===== config.mk =====
export PLATFORM = sky130hd
export DESIGN_NAME = sigmacore_mem_arbiter
export DESIGN_NICKNAME = d
export VERILOG_FILES = /design/src/rtl/sigmacore_pkg.sv /design/src/rtl/sigmacore_arb_fairness.sv /design/src/rtl/sigmacore_mem_arbiter.sv
export SDC_FILE = /design/constraint.sdc
export NUM_CORES = 1
export LEC_CHECK = 0
export CORE_ASPECT_RATIO = 1.4
export CORE_MARGIN = 5
export CORE_UTILIZATION = 35
export DETAILED_ROUTE_END_ITERATION = 16
export HOLD_SLACK_MARGIN = 0.08
export PLACE_DENSITY = 0.81
export SLEW_MARGIN = 5
export SYNTH_ARGS = -nofsm -noshare
export SYNTH_HDL_FRONTEND = slang
export SYNTH_HIERARCHICAL = 1
export SYNTH_SLANG_ARGS = --single-unit

===== constraint.sdc =====
create_clock -name clk_i -period 2.5 [get_ports clk_i]
set_input_delay 0.25 -clock clk_i [delete_from_list [all_inputs] [get_ports clk_i]]
set_output_delay 0.25 -clock clk_i [all_outputs]
set_load 0.005 [all_outputs]

===== src/rtl/sigmacore_pkg.sv =====
// sigmacore_pkg: shared types and constants for the SigmaCore memory arbiter
package sigmacore_pkg;

    localparam int XLEN     = 32;
    localparam int STREAK_W = 4;

    typedef enum logic [1:0] {
        ARB_IDLE,
        ARB_ISSUE,
        ARB_WAIT_RESP
    } arb_state_t;

    typedef enum logic {
        OWN_IF,
        OWN_LS
    } arb_owner_t;

endpackage


===== src/rtl/sigmacore_arb_fairness.sv =====
// sigmacore_arb_fairness: LS-priority winner select with a bounded LS streak that guarantees fetch progress
module sigmacore_arb_fairness
    import sigmacore_pkg::*;
#(
    parameter int MAX_DATA_STREAK = 4
) (
    input  logic       clk_i,
    input  logic       reset_n_i,
    input  logic       if_req_i,
    input  logic       ls_req_i,
    input  logic       grant_en_i,
    output arb_owner_t owner_o,
    output logic       valid_o
);

    localparam logic [STREAK_W-1:0] MAX_S = STREAK_W'(MAX_DATA_STREAK);

    logic [STREAK_W-1:0] streak_q;
    logic [STREAK_W-1:0] streak_d;
    logic                force_if;

    assign force_if = if_req_i && (streak_q == MAX_S);
    assign valid_o  = grant_en_i && (if_req_i || ls_req_i);
    assign owner_o  = (ls_req_i && !force_if) ? OWN_LS : OWN_IF;
    assign streak_d = (!if_req_i || owner_o == OWN_IF) ? '0 :
                      (streak_q == MAX_S) ? streak_q : streak_q + 1'b1;

    // Streak only moves on arbitration cycles; an idle fetcher or an IF win resets it
    always_ff @(posedge clk_i or negedge reset_n_i) begin
        if (!reset_n_i) streak_q <= '0;
        else if (grant_en_i) streak_q <= streak_d;
    end

endmodule


===== src/rtl/sigmacore_mem_arbiter.sv =====
// sigmacore_mem_arbiter: shares one single-port memory between fetch and load/store; optional counters under SIGMA_ARB_PERF_EN
module sigmacore_mem_arbiter
    import sigmacore_pkg::*;
#(
    parameter int MAX_DATA_STREAK = 4
) (
    input  logic            clk_i,
    input  logic            reset_n_i,
    input  logic            if_req_i,
    input  logic [XLEN-1:0] if_addr_i,
    output logic            if_gnt_o,
    output logic            if_rvalid_o,
    output logic [XLEN-1:0] if_rdata_o,
    input  logic            ls_req_i,
    input  logic            ls_we_i,
    input  logic [3:0]      ls_be_i,
    input  logic [XLEN-1:0] ls_addr_i,
    input  logic [XLEN-1:0] ls_wdata_i,
    output logic            ls_gnt_o,
    output logic            ls_rvalid_o,
    output logic [XLEN-1:0] ls_rdata_o,
    output logic            mem_req_o,
    output logic            mem_we_o,
    output logic [3:0]      mem_be_o,
    output logic [XLEN-1:0] mem_addr_o,
    output logic [XLEN-1:0] mem_wdata_o,
    input  logic            mem_ready_i,
    input  logic            mem_rvalid_i,
    input  logic [XLEN-1:0] mem_rdata_i,
`ifdef SIGMA_ARB_PERF_EN
    output logic [31:0]     perf_if_grants_o,
    output logic [31:0]     perf_ls_grants_o,
    output logic [31:0]     perf_stall_cycles_o,
`endif
    output logic            proto_err_o
);

    arb_state_t      state_q;
    arb_owner_t      owner_q;
    arb_owner_t      win_owner;
    logic            win_valid;
    logic            grant_en;
    logic            resp;
    logic            mem_req_q;
    logic            mem_we_q;
    logic [3:0]      mem_be_q;
    logic [XLEN-1:0] mem_addr_q;
    logic [XLEN-1:0] mem_wdata_q;
    logic            proto_err_q;

    // Gating with reset keeps the combinational grants low while reset is asserted
    assign grant_en = reset_n_i && (state_q == ARB_IDLE);

    sigmacore_arb_fairness #(
        .MAX_DATA_STREAK(MAX_DATA_STREAK)
    ) u_fair (
        .clk_i     (clk_i),
        .reset_n_i (reset_n_i),
        .if_req_i  (if_req_i),
        .ls_req_i  (ls_req_i),
        .grant_en_i(grant_en),
        .owner_o   (win_owner),
        .valid_o   (win_valid)
    );

    assign if_gnt_o    = win_valid && (win_owner == OWN_IF);
    assign ls_gnt_o    = win_valid && (win_owner == OWN_LS);
    assign resp        = (state_q == ARB_WAIT_RESP) && mem_rvalid_i;
    assign if_rvalid_o = resp && (owner_q == OWN_IF);
    assign ls_rvalid_o = resp && (owner_q == OWN_LS);
    assign if_rdata_o  = if_rvalid_o ? mem_rdata_i : '0;
    assign ls_rdata_o  = ls_rvalid_o ? mem_rdata_i : '0;
    assign mem_req_o   = mem_req_q;
    assign mem_we_o    = mem_we_q;
    assign mem_be_o    = mem_be_q;
    assign mem_addr_o  = mem_addr_q;
    assign mem_wdata_o = mem_wdata_q;
    assign proto_err_o = proto_err_q;

    // Transaction FSM: latch the winner's request, hold it until accepted, then wait for the response
    always_ff @(posedge clk_i or negedge reset_n_i) begin
        if (!reset_n_i) begin
            state_q     <= ARB_IDLE;
            owner_q     <= OWN_IF;
            mem_req_q   <= 1'b0;
            mem_we_q    <= 1'b0;
            mem_be_q    <= '0;
            mem_addr_q  <= '0;
            mem_wdata_q <= '0;
            proto_err_q <= 1'b0;
        end else begin
            if (mem_rvalid_i && state_q != ARB_WAIT_RESP) proto_err_q <= 1'b1;
            case (state_q)
                ARB_IDLE: if (win_valid) begin
                    owner_q     <= win_owner;
                    mem_req_q   <= 1'b1;
                    mem_we_q    <= (win_owner == OWN_LS) && ls_we_i;
                    mem_be_q    <= (win_owner == OWN_LS) ? ls_be_i : 4'hF;
                    mem_addr_q  <= (win_owner == OWN_LS) ? ls_addr_i : if_addr_i;
                    mem_wdata_q <= (win_owner == OWN_LS) ? ls_wdata_i : '0;
                    state_q     <= ARB_ISSUE;
                end
                ARB_ISSUE: if (mem_ready_i) begin
                    mem_req_q <= 1'b0;
                    state_q   <= ARB_WAIT_RESP;
                end
                ARB_WAIT_RESP: if (mem_rvalid_i) state_q <= ARB_IDLE;
                default: state_q <= ARB_IDLE;
            endcase
        end
    end

`ifdef SIGMA_ARB_PERF_EN
    logic [31:0] perf_if_q;
    logic [31:0] perf_ls_q;
    logic [31:0] perf_stall_q;

    assign perf_if_grants_o    = perf_if_q;
    assign perf_ls_grants_o    = perf_ls_q;
    assign perf_stall_cycles_o = perf_stall_q;

    // Free-running wrap-around counters of grants and of cycles where someone waits
    always_ff @(posedge clk_i or negedge reset_n_i) begin
        if (!reset_n_i) begin
            perf_if_q    <= '0;
            perf_ls_q    <= '0;
            perf_stall_q <= '0;
        end else begin
            perf_if_q    <= perf_if_q + {31'd0, if_gnt_o};
            perf_ls_q    <= perf_ls_q + {31'd0, ls_gnt_o};
            perf_stall_q <= perf_stall_q + {31'd0, (if_req_i && !if_gnt_o) || (ls_req_i && !ls_gnt_o)};
        end
    end
`endif

endmodule


==> Yosys cells after proc, flatten, opt, wreduce, memory -nomap -nowiden <==
Index checks and enable logic that the tools add are counted.
{ "totals": {"ff_bits": 78, "out_inout_bits": 139, "elab_cells": 56} }
{ "op_classes": {"n_addsub": 1, "eq_ne": 8, "n_mux": 15, "n_bitwise": 2, "n_reduce_logical": 21} }
{ "ops": {"columns": ["cell", "count"], "rows": [
  ["$mux 32", 4],
  ["$mux 4", 3],
  ["$logic_and 1x1->1", 11],
  ["$ne 2x2->1 const B", 5],
  ["$mux 2", 3],
  ["$pmux 2 s3", 1],
  ["$reduce_and 3->1", 2],
  ["$add 4x1->4 const B", 1],
  ["$eq 4x3->1 const B", 1],
  ["$reduce_and 2->1", 2],
  ["$mux 1", 3],
  ["$eq 2x1->1 const B", 1],
  ["$eq 2x2->1 const B", 1],
  ["$logic_not 1->1", 2],
  ["$logic_not 2->1", 1],
  ["$logic_or 1x1->1", 2],
  ["$not 1->1", 2],
  ["$pmux 1 s2", 1],
  ["$reduce_bool 2->1", 1]
]} }

==> Longest topological paths before layout <==
Gate-level depths: netlist of the first run.
{ "logic_depth": {"ltp_word": 9, "mapped_depth": 10, "mapped_depth_nobuf": 6} }

==> Cells and area by module <==
The synthesis of the first run kept the hierarchy.
{ "by_module_without_submodules": {"columns": ["mod", "instances", "cells_per_inst", "area_each_um2", "seq_area_each_um2"], "rows": [
  ["sigmacore_mem_arbiter", 1, 397, 3622.2, 1851.8],
  ["sigmacore_arb_fairness", 1, 26, 251.5, 100.1]
]} }

==> Least setup slack after synthesis of the first run <==
Ideal clock, no wire load.
{ "synth_path": {"path_kind": "flip-flop to flip-flop", "from": "reg state_q[0]", "to": "reg mem_wdata_q[11], in the netlist mem_wdata_o[11]", "setup_time_ns": 0.117, "t_arrival_ns": 1.934, "required_time_ns": 2.383, "path_slack_ns": 0.449, "stages_incl_launch_ff": 11, "n_path_buf": 4, "path_cell_list": "dfrtp_1 buf_6 nor3b_1 inv_1 nor2_1 or3b_1 buf_2 buf_6 buf_6 nand2_1 nand2_1"} }
{ "synth_via": {"elab_chain_len": 4} }
{ "synth_lines": {"columns": ["element", "line", "source"], "rows": [
  ["from (decl)", "sigmacore_mem_arbiter.sv:38", "arb_state_t state_q;"],
  ["from (signal assigned)", "sigmacore_mem_arbiter.sv:83", "state_q <= ARB_IDLE;"],
  ["from (signal assigned)", "sigmacore_mem_arbiter.sv:101", "state_q <= ARB_ISSUE;"],
  ["from (signal assigned)", "sigmacore_mem_arbiter.sv:105", "state_q <= ARB_WAIT_RESP;"],
  ["$logic_not 2->1", "sigmacore_mem_arbiter.sv:52", "assign grant_en = reset_n_i && (state_q == ARB_IDLE);"],
  ["$logic_and 1x1->1", "sigmacore_mem_arbiter.sv:52", null],
  ["via grant_en", "sigmacore_mem_arbiter.sv:42", "logic grant_en;"],
  ["$logic_and 1x1->1", "sigmacore_arb_fairness.sv:23", "assign valid_o = grant_en_i && (if_req_i || ls_req_i);"],
  ["via win_valid", "sigmacore_mem_arbiter.sv:41", "logic win_valid;"],
  ["$reduce_and 2->1 (no source line)", null, null],
  ["to (signal assigned)", "sigmacore_mem_arbiter.sv:100", "mem_wdata_q <= (win_owner == OWN_LS) ? ls_wdata_i : '0;"],
  ["to (decl)", "sigmacore_mem_arbiter.sv:48", "logic [XLEN-1:0] mem_wdata_q;"]
]} }
The timed path passes the listed nets, and every way through them passes these cells.
A chain may end at the register's enable or synchronous reset.

==> Worst setup path in the final report of the first run <==
{ "layout_path": {"from": "reg state_q[0]", "to": "out if_rdata_o[10]"} }
{ "layout_via": {"elab_chain_len": 4} }
{ "layout_lines": {"columns": ["element", "line", "source"], "rows": [
  ["$eq 2x2->1", "sigmacore_mem_arbiter.sv:68", "assign resp = (state_q == ARB_WAIT_RESP) && mem_rvalid_i;"],
  ["$logic_and 1x1->1", "sigmacore_mem_arbiter.sv:68", null],
  ["$logic_and 1x1->1", "sigmacore_mem_arbiter.sv:69", "assign if_rvalid_o = resp && (owner_q == OWN_IF);"],
  ["$mux 32", "sigmacore_mem_arbiter.sv:71", "assign if_rdata_o = if_rvalid_o ? mem_rdata_i : '0;"],
  ["to (decl)", "sigmacore_mem_arbiter.sv:13", "output logic [XLEN-1:0] if_rdata_o,"]
]} }
Every way passes these cells.

==> flow_summary.json, run 1 <==
{
  "fmaxAchievable_mhz": 420,
  "post_route_setup_tns_ns": 0,
  "finalHoldViolCount": 0,
  "cts_inserted_buffers": 9,
  "yosys.area_share.xor_xnor_pct": 0,
  "reg2reg_setup_slack_ns": 0.44,
  "main_combinational_cell_family_by_area_after_synthesis": "simple AND/OR/NAND/NOR gates",
  "cts_hold_repair.buffers": 0,
  "drt-pass1-iter-count": 4,
  "timing.clock.skew_ns": 0.00646,
  "final_min_period_over_clock_period_pct": 95.2,
  "cts_max_level": 3,
  "full_die_area_um2": 13300,
  "fin_worst_hold_slack_ns": 0.192,
  "synthAdderAreaFrac_pct": 0.646,
  "outcome": "finished, final reports clean",
  "synthDominantAreaCellType": "sky130_fd_sc_hd__dfrtp_1",
  "count_of_antenna_violating_nets_left_after_detailed_routing": 0,
  "antenna_cells": 0,
  "drc_errors": 0,
  "worst-endpoint-arrival_ns": 2.13,
  "synth_compound_area_share_pct": 7.07,
  "number_of_flops_mapped_to_enable_cells_by_yosys": 0,
  "fin_cells": 841,
  "max_slew_margin_pct": 34.4,
  "drt-vias-per-instance": 4.67,
  "critical_path_required_ns": 2.25,
  "drv_cap": 0,
  "cp-start-kind": "register",
  "detailed_placement_wirelength_estimate_um": 11000,
  "post_synth_and_or_nand_nor_area_fraction_pct": 28.0,
  "post_synth_instance_area_um2": 3870,
  "postSynthNetCount": 564,
  "standard_cell_with_the_maximum_stage_delay_on_the_critical_path": "sky130_fd_sc_hd__clkdlybuf4s50_1",
  "numPortBuffers": 277,
  "cts_tree": "built",
  "initial_core_util_pct": 35.6,
  "critPathMaxFanout": 33,
  "floorplan.core_area_um2": 10900,
  "groute.usage.overall_pct": 20.0,
  "clock-sinks": 78,
  "wl_um": 13800,
  "antenna_found_initial": 0,
  "layout-area-overhead-vs-synth_pct": 84.5,
  "synth_area_per_cell_um2": 9.16,
  "postSynthRegisterBits": 78,
  "clk_latency_ns": 0.33,
  "placement_rows": 45,
  "grt_pass1_vias": 3935,
  "post_synth_most_frequent_cells": "sky130_fd_sc_hd__nand2_1 (102), sky130_fd_sc_hd__dfrtp_1 (78), sky130_fd_sc_hd__and2_1 (65), sky130_fd_sc_hd__nand3_1 (35), sky130_fd_sc_hd__o21ai_0 (35)",
  "unrepaired_setup_endpoints_after_global_routing": "false",
  "numPlacedInstances": 824,
  "gp_congestion": 0.855,
  "share_of_cells_above_drive_strength_1_pct": 5.57,
  "die_w_um": 98.9,
  "clk_pin_slew_ns": 0.06,
  "worst_pin_slew_ns": 0.984,
  "clock_path_buffers": 2,
  "grt_max_degree": 79,
  "routedWlPerCell_um": 16.4,
  "synth.lib_cells_used.distinct": 31,
  "fin_crit_ns": 2.38,
  "io_pins": 278,
  "worst_path_largest_cell_delay_ns": 0.53,
  "endpoint_kind": "primary output",
  "setup_violations": 0,
  "synth.top_cell.area_share_pct": 50.4,
  "synthFlopType": "sky130_fd_sc_hd__dfrtp_1",
  "powerDensity_nw_per_um2": 862,
  "first_pass_grt_wire_length_um": 21100,
  "most_repeated_cell_in_the_gate_level_netlist_after_synthesis": "sky130_fd_sc_hd__nand2_1",
  "via_count": 3929,
  "synth_area_leaders": "sky130_fd_sc_hd__dfrtp_1 (50%), sky130_fd_sc_hd__and2_1 (10%), sky130_fd_sc_hd__nand2_1 (9.9%)",
  "hold_path_class": "input pin to asynchronous set/reset pin",
  "vdd_drop_max_mv": 0.711,
  "cts.root.buffer_cell": "sky130_fd_sc_hd__clkbuf_16",
  "maxSlewViolCount": 0,
  "synth_seq_area_share_pct": 50.4,
  "ys_async_sr_fraction_pct": 100,
  "grt_remaining_overflow": 0,
  "synthesis.instances": 423,
  "critical_path.cell_chain": "buf_4 -> nand2b_4 -> nor3b_2 -> buf_6 -> and2_1 -> clkdlybuf4s50_1",
  "total_leakage_power_nw": 3.26,
  "crit_type": "register to primary output",
  "synth_warnings": 6,
  "fin_nets": 836,
  "dieHeight_um": 134,
  "drt-initial-drc-count": 104,
  "synthMuxAreaShare_pct": 8.56
}
[registers in the layout, summed over array words and instances, names as in the netlist]
signal	count
mem_be_o	4
mem_wdata_o	32
owner_q	1
proto_err_o	1
mem_req_o	1
u_fair/streak_q	4
state_q	2
mem_we_o	1
mem_addr_o	32
[worst max-delay path, delay by kind of cell, from the launching register on]
kind	cells	cell delay [ns]
buf+inv	3	0.93
flops	1	0.38
simple gates	3	0.47
[metal layers]
| layer | wire length [um] | part of all wire (%) | GRT usage, % |
|---|---|---|---|
| met1 | 5220 | 38 | 22.7 |
| met2 | 6930 | 50 | 34.2 |
| met3 | 1320 | 9.5 | 6.77 |
| met4 | 355 | 2.6 | 8.12 |
| met5 | 0 | 0 | 0 |
[power by group]
| part | internal (mW) | switching [mW] |
|---|---|---|
| registers | 1.82 | 0.307 |
| clock network | 0.877 | 0.474 |
| logic | 1.59 | 1.09 |
| total | 4.29 | 1.87 |
[final cells by class]
type	count	area, um2
Tap cell	141	176
Multi-Input combinational cell	304	1750
Clock inverter	3	68.8
Fill cell	859	3720
Clock buffer	13	240
Timing Repair Buffer	292	2920
Sequential cell	78	1950
Inverter	10	37.5
[final timing paths]
check	cells after the start	to	startpoint
hold reg to reg	1	proto_err_o$_DFFE_PN0P_	proto_err_o$_DFFE_PN0P_
setup reg to reg	9	mem_addr_o[28]$_DFFE_PN0P_	state_q[0]$_DFFE_PN0P_
setup / recovery	6	if_rdata_o[10]	state_q[0]$_DFFE_PN0P_
min in group clk_i	1	proto_err_o$_DFFE_PN0P_	proto_err_o$_DFFE_PN0P_
max in group asynchronous	2	mem_wdata_o[14]$_DFFE_PN0P_	reset_n_i
hold / removal	2	mem_addr_o[3]$_DFFE_PN0P_	reset_n_i
[through the flow]
| step | area, um2 | util (%) | power (mW) | setup slack (ns) |
|---|---|---|---|---|
| 6_report | 7150 | 65.8 | 6.16 | 0.120 |
| 5_1_grt | 7150 | 65.8 | 6.59 | 0.0185 |
| 2_1_floorplan | 3870 | - | 3.06 | 0.449 |
| 3_3_place_gp | 6810 | 62.6 | 4.73 | 0.245 |
| 4_1_cts | 7130 | 65.6 | 6.24 | 0.0218 |
| 3_5_place_dp | 6810 | 62.6 | 4.85 | 0.262 |
[cell usage in the layout (no fill, tap or decap), types with 2 or more instances in the layout]
cell type and count:
sky130_fd_sc_hd__buf_4 13, sky130_fd_sc_hd__nor2_1 8, sky130_fd_sc_hd__clkdlybuf4s50_1 273, sky130_fd_sc_hd__a22o_1 2, sky130_fd_sc_hd__clkbuf_16 9, sky130_fd_sc_hd__nor2b_2 2
sky130_fd_sc_hd__ha_1 2, sky130_fd_sc_hd__nor3b_2 2, sky130_fd_sc_hd__and2_1 65, sky130_fd_sc_hd__inv_1 10, sky130_fd_sc_hd__dfrtp_1 78, sky130_fd_sc_hd__bufinv_16 2
sky130_fd_sc_hd__a21oi_1 2, sky130_fd_sc_hd__dlymetal6s2s_1 3, sky130_fd_sc_hd__clkbuf_1 4, sky130_fd_sc_hd__mux2i_1 32, sky130_fd_sc_hd__nand2_1 102, sky130_fd_sc_hd__o21ai_0 35
sky130_fd_sc_hd__nand3_1 35, sky130_fd_sc_hd__a31oi_1 4, sky130_fd_sc_hd__buf_12 2
[timing repair]
item,CTS,global route
gates resized for setup,3,4
setup endpoints to repair,2,34
endpoints found under the hold margin,0,0
pin swaps,0,1
buffers inserted,0,1
[kinds of logic after synthesis]
| group | count (synthesis) |
|---|---|
| flip-flops | 78 |
| buffers and inverters | 41 |
| AO/OA/AOI/OAI | 49 |
| adder cells (fa/ha/maj) | 2 |
| AND/OR/NAND/NOR | 220 |
| multiplexers | 33 |
No activity file was read; power rests on OpenSTA's default activity.
==> run 2: changes to the inputs <==
- CORE_UTILIZATION: 35 -> 36
- CTS_BUF_LIST: default -> sky130_fd_sc_hd__clkbuf_4 sky130_fd_sc_hd__clkbuf_8
- PLACE_DENSITY: 0.81 -> 0.83
- RECOVER_POWER: default -> 100
==> flow_summary.json, run 2 (synthesized netlist as in run 1, its figures left out) <==
{
  "grt_pass1_vias": 3998,
  "share_of_cells_above_drive_strength_1_pct": 5.86,
  "worst-endpoint-arrival_ns": 2.19,
  "count_of_antenna_violating_nets_left_after_detailed_routing": 0,
  "detailed_placement_wirelength_estimate_um": 10900,
  "final_min_period_over_clock_period_pct": 97.7,
  "die_w_um": 97.7,
  "floorplan.core_area_um2": 10500,
  "postLayoutCellArea_um2": 7060,
  "critical_path_required_ns": 2.25,
  "placement.cell_area_um2": 6780,
  "routedWlPerCell_um": 16.8,
  "worst_pin_slew_ns": 1.93,
  "clock-sinks": 78,
  "gp_congestion": 0.871,
  "cts_inserted_buffers": 9,
  "antenna_cells": 0,
  "groute.usage.overall_pct": 20.7,
  "drc_errors": 0,
  "dieHeight_um": 133,
  "hold_path_class": "input pin to register",
  "clk_pin_slew_ns": 0.08,
  "fin_nets": 836,
  "final_common_cell": "sky130_fd_sc_hd__clkdlybuf4s50_1",
  "cp-start-kind": "register",
  "io_pins": 278,
  "failing_checks": "capacitance limit, slew limit",
  "grt_remaining_overflow": 0,
  "timing.clock.skew_ns": 0.00852,
  "numPortBuffers": 277,
  "maxSlewViolCount": 79,
  "cts.root.buffer_cell": "sky130_fd_sc_hd__clkbuf_8",
  "wl_um": 14100,
  "placement_rows": 44,
  "critPathMaxFanout": 12,
  "layout-area-overhead-vs-synth_pct": 82.2,
  "fin_crit_ns": 2.44,
  "crit_type": "register to primary output",
  "drt-pass1-iter-count": 4,
  "first_pass_grt_wire_length_um": 21800,
  "drv_cap": 1,
  "fin_worst_hold_slack_ns": 0.459,
  "cts_hold_repair.buffers": 0,
  "outcome": "finished with violations",
  "fin_worst_setup_slack_ns": 0.0584,
  "cts_tree": "built",
  "powerDensity_nw_per_um2": 821,
  "mostFrequentLayoutCells": "sky130_fd_sc_hd__clkdlybuf4s50_1 (265), sky130_fd_sc_hd__nand2_1 (102), sky130_fd_sc_hd__dfrtp_1 (78), sky130_fd_sc_hd__and2_1 (65)",
  "max_slew_margin_pct": -28.8,
  "via_count": 3952,
  "clk_latency_ns": 0.34,
  "antenna_found_initial": 0,
  "full_die_area_um2": 13000,
  "total_leakage_power_nw": 3.21,
  "grt_max_degree": 99,
  "dpl_worst_slack_ns": 0.229,
  "setup_violations": 0,
  "endpoint_kind": "primary output",
  "drt-vias-per-instance": 4.72,
  "fmaxAchievable_mhz": 410,
  "cts_max_level": 3,
  "clock_path_buffers": 2,
  "finalHoldViolCount": 0,
  "unrepaired_setup_endpoints_after_global_routing": "true",
  "vdd_drop_max_mv": 0.642,
  "initial_core_util_pct": 37.0,
  "drt-initial-drc-count": 108
}
-- run 2: per-layer routing --
| layer | wire length (um) | GRT usage, % |
|---|---|---|
| met3 | 1370 | 8.85 |
| met2 | 7050 | 35.3 |
| met1 | 5490 | 24.5 |
| met4 | 162 | 3.85 |
| met5 | 0 | 0 |
-- run 2: area by class of cell --
cell class / instances / area, um2
Timing Repair Buffer: 292 / 2920
Sequential cell: 78 / 1950
Clock buffer: 10 / 138
Fill cell: 848 / 3400
Multi-Input combinational cell: 304 / 1770
Clock inverter: 6 / 68.8
Inverter: 10 / 37.5
Tap cell: 138 / 173
-- run 2: path summary, 6_finish.rpt --
path / start / to / slack [ns] / cells after the start
max: state_q[0]$_DFFE_PN0P_ / if_rdata_o[11] / 0.06 / 7
min: ls_be_i[3] / mem_be_o[3]$_DFFE_PN0P_ / 0.46 / 3
max reg2reg: state_q[1]$_DFFE_PN0P_ / mem_addr_o[0]$_DFFE_PN0P_ / 0.44 / 7
min reg2reg: mem_wdata_o[28]$_DFFE_PN0P_ / mem_wdata_o[28]$_DFFE_PN0P_ / 0.47 / 2
max in group asynchronous: reset_n_i / mem_wdata_o[0]$_DFFE_PN0P_ / 0.75 / 2
min in group asynchronous: reset_n_i / mem_addr_o[14]$_DFFE_PN0P_ / 0.63 / 2
-- run 2: where the power goes --
| group | total (mW) | switching, mW | internal (mW) |
|---|---|---|---|
| Clock | 0.967 | 0.472 | 0.496 |
| Sequential | 2.13 | 0.308 | 1.82 |
| Combinational | 2.70 | 1.10 | 1.60 |
-- run 2: critical path, stage by stage (launching register included) --
cell                              delay [ns]
sky130_fd_sc_hd__dfrtp_1                0.39
sky130_fd_sc_hd__buf_4                  0.17
sky130_fd_sc_hd__nand2b_4               0.16
sky130_fd_sc_hd__nor3b_4                0.19
sky130_fd_sc_hd__buf_6                  0.15
sky130_fd_sc_hd__buf_6                  0.15
sky130_fd_sc_hd__and2_1                 0.14
sky130_fd_sc_hd__clkdlybuf4s50_1        0.50
-- run 2: through the flow --
stage	util, %	power [mW]	setup TNS (ns)	cells
global placement	64.8	4.70	0	816
detailed placement	64.8	4.83	0	816
global route	67.5	6.25	-0.144	838
floorplan	-	3.06	0	423
finish	67.5	5.79	0	838
CTS	66.7	5.82	0	832
-- run 2: what timing repair did --
action                     4_1_cts  5_1_grt
setup endpoints to repair       33       31
resized for setup                9       13
gates cloned                     0        3
pin swaps                        0        2
setup buffers                    0        3
